===== config.mk =====
export PLATFORM = sky130hd
export DESIGN_NAME = reg_snapshot_buf
export DESIGN_NICKNAME = d
export VERILOG_FILES = /design/src/rtl/reg_snapshot_buf.sv
export SDC_FILE = /design/constraint.sdc
export NUM_CORES = 1
export LEC_CHECK = 0
export ABC_AREA = 0
export CAP_MARGIN = 40
export CORE_MARGIN = 2
export CORE_UTILIZATION = 40
export DETAILED_ROUTE_END_ITERATION = 10
export PLACE_DENSITY = 0.59
export SLEW_MARGIN = 10
export SYNTH_ARGS = -nofsm -noshare
export SYNTH_HDL_FRONTEND = slang
export SYNTH_SLANG_ARGS = --single-unit

===== constraint.sdc =====
create_clock -name clk -period 4.9 [get_ports clk]
set_input_delay 0.98 -clock clk [delete_from_list [all_inputs] [get_ports clk]]
set_output_delay 0.98 -clock clk [all_outputs]
set_load 0.05 [all_outputs]

===== src/rtl/reg_snapshot_buf.sv =====
// reg_snapshot_buf: once-per-frame snapshot of the CPU register file for the VGA debug screen.
// Build option REG_SNAPSHOT_DBLBUF_EN selects a double-buffered, tear-free bank; the default is a single bank.
module reg_snapshot_buf #(
   parameter int NREG = 32,
   parameter int AW   = 5,
   parameter int DW   = 32
) (
   input  logic          clk,
   input  logic          rst,
   input  logic          vsync,
   input  logic          freeze,
   output logic [AW-1:0] cpuRegAddr,
   input  logic [DW-1:0] cpuRegData,
   input  logic [AW-1:0] regAddr,
   output logic [DW-1:0] regData,
   output logic          busy,
   output logic [7:0]    frameCnt
);

   typedef enum logic [1:0] {
      IDLE = 2'd0,
      SCAN = 2'd1,
      LAST = 2'd2
   } state_t;

   localparam logic [AW-1:0] LastAddr = AW'(NREG - 1);

   state_t        r_state;
   state_t        w_stateNext;
   logic [AW-1:0] r_idx;
   logic [AW-1:0] w_idxNext;
   logic          r_vsyncQ;
   logic [AW-1:0] r_addrQ;
   logic          r_wrValid;
   logic [7:0]    r_frameCnt;
   logic          w_start;
   logic          w_commit;

   // Falling vsync edge only matters in IDLE; edges during a scan are dropped, not queued.
   assign w_start = r_vsyncQ && !vsync && !freeze;

   always_ff @(posedge clk or negedge rst) begin
      if (!rst) begin
         r_state <= IDLE;
         r_idx   <= '0;
      end else begin
         r_state <= w_stateNext;
         r_idx   <= w_idxNext;
      end
   end

   always_comb begin
      w_stateNext = r_state;
      w_idxNext   = r_idx;
      w_commit    = 1'b0;
      case (r_state)
         IDLE: begin
            if (w_start) begin
               w_stateNext = SCAN;
               w_idxNext   = '0;
            end
         end
         SCAN: begin
            if (r_idx == LastAddr) begin
               w_stateNext = LAST;
            end else begin
               w_idxNext = r_idx + AW'(1);
            end
         end
         LAST: begin
            w_stateNext = IDLE;
            w_commit    = 1'b1;
         end
         default: begin
            w_stateNext = IDLE;
         end
      endcase
   end

   // Read data arrives one cycle after its address, so the address and a write flag ride along.
   always_ff @(posedge clk or negedge rst) begin
      if (!rst) begin
         r_vsyncQ   <= 1'b1;
         r_addrQ    <= '0;
         r_wrValid  <= 1'b0;
         r_frameCnt <= '0;
      end else begin
         r_vsyncQ  <= vsync;
         r_addrQ   <= cpuRegAddr;
         r_wrValid <= (r_state == SCAN);
         if (w_commit) begin
            r_frameCnt <= r_frameCnt + 8'd1;
         end
      end
   end

   assign cpuRegAddr = (r_state == SCAN) ? r_idx : '0;
   assign busy       = (r_state != IDLE);
   assign frameCnt   = r_frameCnt;

`ifdef REG_SNAPSHOT_DBLBUF_EN
   logic          r_sel;
   logic [DW-1:0] r_bank [2][NREG];

   // Capture fills the back bank; the swap at commit flips every entry in the same cycle.
   always_ff @(posedge clk or negedge rst) begin
      if (!rst) begin
         r_sel <= 1'b0;
         for (int b = 0; b < 2; b++) begin
            for (int i = 0; i < NREG; i++) begin
               r_bank[b][i] <= '0;
            end
         end
      end else begin
         if (r_wrValid) begin
            r_bank[~r_sel][r_addrQ] <= cpuRegData;
         end
         if (w_commit) begin
            r_sel <= ~r_sel;
         end
      end
   end

   assign regData = r_bank[r_sel][regAddr];
`else
   logic [DW-1:0] r_bank [NREG];

   always_ff @(posedge clk or negedge rst) begin
      if (!rst) begin
         for (int i = 0; i < NREG; i++) begin
            r_bank[i] <= '0;
         end
      end else if (r_wrValid) begin
         r_bank[r_addrQ] <= cpuRegData;
      end
   end

   assign regData = r_bank[regAddr];
`endif

endmodule

==> run summary, run 1 <==
====================================================================================
Result of the run ..................................................... complete, no violations
Cell count after synthesis ............................................         3520
Data required time of the worst path ..................................      3.92 ns
Wire length of the first global-routing pass ..........................       202 mm
Tmin final ............................................................      4.55 ns
Number of remaining DRC errors ........................................            0
Fraction of the cycle the final worst path needs ......................        92.8%
Fin. max-slew vios ....................................................            0
Class of the worst hold path .......................................... input port to async pin
Areal power density over the cells ....................................  548 nW/um^2
Depth of the worst register-to-register path ..........................            4
Post-synthesis sequential area ratio ..................................        54.1%
Cell with the most instances after synthesis .......................... sky130_fd_sc_hd__dfrtp_1
CTS HTree Levels ......................................................            3
Async set-or-reset flop fraction in the synthesized netlist ...........         100%
Core ar. ..............................................................  120000 um^2
Mapped Avg Cell Area ..................................................    13.7 um^2
Simple-gate share of the synthesized area .............................        3.24%
TritonCTS clock tree ..................................................         done
Parity-gate share of the synthesized area counting xor and xnor cells .       0.145%
Count of warnings emitted by yosys ....................................            0
Final Wtd Congestion ..................................................        0.760
Cell seen most often among critical-path stages ....................... sky130_fd_sc_hd__buf_4
Main combinational cell family by area after synthesis ................ multiplexers
Longest Clk Path Bufs .................................................            3
Initial Utilization ...................................................        40.3%
Avg WL per Cell .......................................................      25.6 um
Post-route antenna net violation count ................................            0
Area fraction of the dominant cell type after synthesis ...............        54.1%
Post-Synthesis Net Count ..............................................         3564
Vias after detailed routing ...........................................        29104
Total of buffers placed on input and output ports .....................           86
EDFF count, synth .....................................................            0
Total Routing Usage GR ................................................        21.9%
Clock root cell ....................................................... sky130_fd_sc_hd__clkbuf_16
Layout net count ......................................................         3589
Number of antenna violations at the first check in global routing .....            6
Iter 0 DRT Violations .................................................         2073
Crit-path max cell delay ..............................................      0.61 ns
Die Span Y ............................................................       352 um
Max-Cap Viols .........................................................            0
Post-cts sizing count .................................................            0
Area Overhead vs Synth ................................................        14.6%
Width of the die ......................................................       352 um
Final Hold Vio Count ..................................................            0
Setup clock skew after layout .........................................    0.0221 ns
Type of destination of the critical path ..............................  output port
Slowest cell on the critical path ..................................... sky130_fd_sc_hd__clkdlybuf4s50_1
Worst Hold Margin .....................................................     0.320 ns
Final instance count without filler cells .............................         5252
Via count of the first global-routing pass ............................        30045
Post-synthesis mux area share .........................................        34.5%
Total iterations of the first detailed-routing run ....................            5
Type of element launching the critical path ...........................   input port
Max Clk Rate ..........................................................    0.220 GHz
Leading post-synthesis cells by cell area ............................. sky130_fd_sc_hd__dfrtp_1 54%, sky130_fd_sc_hd__mux2_2 23%, sky130_fd_sc_hd__mux2i_1 11%
Worst EP arrival ......................................................      3.57 ns
Largest fanout on the critical path ...................................           18
Cell types with the highest counts after synthesis .................... 1045 x sky130_fd_sc_hd__dfrtp_1, 987 x sky130_fd_sc_hd__mux2_2, 512 x sky130_fd_sc_hd__mux2i_1
Placed cell count .....................................................         5045
Clock slew seen by the registers of the worst setup and hold paths ....      0.05 ns
Total clock sinks .....................................................         1046
Finish-stage setup viols ..............................................            0
Leakage dissipation ...................................................      25.0 nW
Reg-to-reg setup timing slack .........................................      1.99 ns
Total gr overflow .....................................................            0
Detailed placement HPWL ...............................................      82.2 mm
Post-synthesis sequential element count ...............................         1046
Largest net degree at the start of global routing .....................          100
Syn Std Cell Area .....................................................   48400 um^2
Cell chain of the critical path ....................................... clkdlybuf4s50_1 -> nor2b_4 -> buf_4 -> a22o_1 -> nor3_1 -> a31oi_1 -> nand3_1 -> buf_4
Post-CTS Hold Buffers .................................................            0
RSZ-0062 raised after global routing ..................................           no
Full die area .........................................................  124000 um^2
WS Path Type .......................................................... input port to output port
Overall routed net length .............................................       134 mm
Transition time at the pin with the least slew margin .................     0.904 ns
Worst vdd rail ir drop ................................................     0.362 mV
Synth Area in Adders ..................................................      0.0776%
Mean number of vias per cell ..........................................         5.54
Share of cells above drive strength 1 .................................        38.0%
Inserted Clock Buffers ................................................          109
Number of rows created at floorplan ...................................          127
Post-synth top area cell .............................................. sky130_fd_sc_hd__dfrtp_1
Count of distinct cell types in the synthesized netlist ...............           37
Most used DFF post-synth .............................................. sky130_fd_sc_hd__dfrtp_1
Max-slew headroom at the worst pin ....................................        39.7%
Clk Latency, worst-skew pair ..........................................      0.70 ns
Area fraction in compound gates after synthesis .......................        4.12%
Accumulated negative setup slack ......................................         0 ns
I/O pin total .........................................................           87
Post-CTS setup-driven buffer insertion count ..........................            0
====================================================================================
stage by stage:
| step | area (um^2) | util (%) | power (mW) | worst slack (ns) |
|---|---|---|---|---|
| global route | 55400 | 46.2 | 32.0 | 0.363 |
| detailed placement | 51800 | 43.2 | 22.2 | 0.439 |
| floorplan | 48400 | - | 19.5 | 1.43 |
| finish | 55400 | 46.2 | 30.4 | 0.352 |
| global placement | 50900 | 42.4 | 21.8 | 0.444 |
| CTS | 55400 | 46.2 | 30.6 | 0.414 |
worst max-delay path, delay by kind of cell:
kind,cells,cell delay [ns]
AO/OA/AOI/OAI,2,0.56
AND/OR/NAND/NOR,3,0.78
buffers and inverters,3,1.23
area by class of cell:
type / count / area (um^2)
diodes: 3 / 7.51
clock buffers: 176 / 3330
clock inverters: 27 / 285
fillers: 10665 / 64500
inverters: 4 / 15.0
multi-input cells: 2152 / 20400
flip-flops and latches: 1046 / 26200
well taps: 1612 / 2020
repair buffers: 232 / 3200
report_power, final:
| part | internal, mW | switching, mW | leakage [nW] |
|---|---|---|---|
| Combinational | 4.48 | 3.87 | 10.3 |
| Sequential | 12.0 | 1.65 | 12.9 |
| Clock | 4.89 | 3.47 | 1.79 |
| Total | 21.4 | 8.99 | 25.0 |
cells by family after synthesis:
logic type,count (synthesis)
AOI/OAI and AO/OA,294
adders and majority gates,3
and+or+nand+nor,310
DFF,1046
buffers and inverters,322
muxes,1537
xor gates and xnor gates,8
path summary, 6_finish.rpt:
kind	startpoint	end
worst max-delay path	regAddr[0]	regData[2]
worst min-delay path	rst	r_bank[526]$_DFFE_PN0P_
worst max register to register	r_addrQ[0]$_DFF_PN0_	r_bank[747]$_DFFE_PN0P_
worst min register to register	frameCnt[7]$_DFFE_PN0N_	frameCnt[7]$_DFFE_PN0N_
max in group asynchronous	rst	r_bank[649]$_DFFE_PN0P_
min in group clk	frameCnt[7]$_DFFE_PN0N_	frameCnt[7]$_DFFE_PN0N_
layout by cell type, fill, tap and decap left out, types with 62 or more instances in the layout:
cell type,instances
sky130_fd_sc_hd__dfrtp_1,1045
sky130_fd_sc_hd__mux2_2,987
sky130_fd_sc_hd__a22oi_1,96
sky130_fd_sc_hd__buf_4,77
sky130_fd_sc_hd__buf_12,62
sky130_fd_sc_hd__nand3_1,99
sky130_fd_sc_hd__a22o_1,64
sky130_fd_sc_hd__nand2_1,104
sky130_fd_sc_hd__clkbuf_16,112
sky130_fd_sc_hd__mux2i_1,512
sky130_fd_sc_hd__a21oi_1,98
metal layers:
layer / vias up / GRT usage [%] / part of all wire (%) / routed length (um)
met5: - / 0 / 0.0097 / 13
met4: 2 / 5.16 / 2.1 / 2810
met3: 166 / 2.71 / 3.6 / 4810
met2: 555 / 34.5 / 46 / 62100
met1: 15589 / 32.1 / 48 / 64600
li1: 12792 / - / - / -
registers in the layout, summed over array words and instances (netlist names):
| name | count |
|---|---|
| frameCnt | 8 |
| r_vsyncQ | 1 |
| r_bank | 1024 |
| r_addrQ | 5 |
| r_idx | 5 |
| r_state | 2 |
| r_wrValid | 1 |
No activity file was read; power rests on OpenSTA's default activity.
==> inputs of run 2 (changes only) <==
- ABC_CLOCK_PERIOD_IN_PS: not set -> 4900
==> results of run 2 <==
Same layout as run 1: the final DEF is identical, and so are final timing and power.
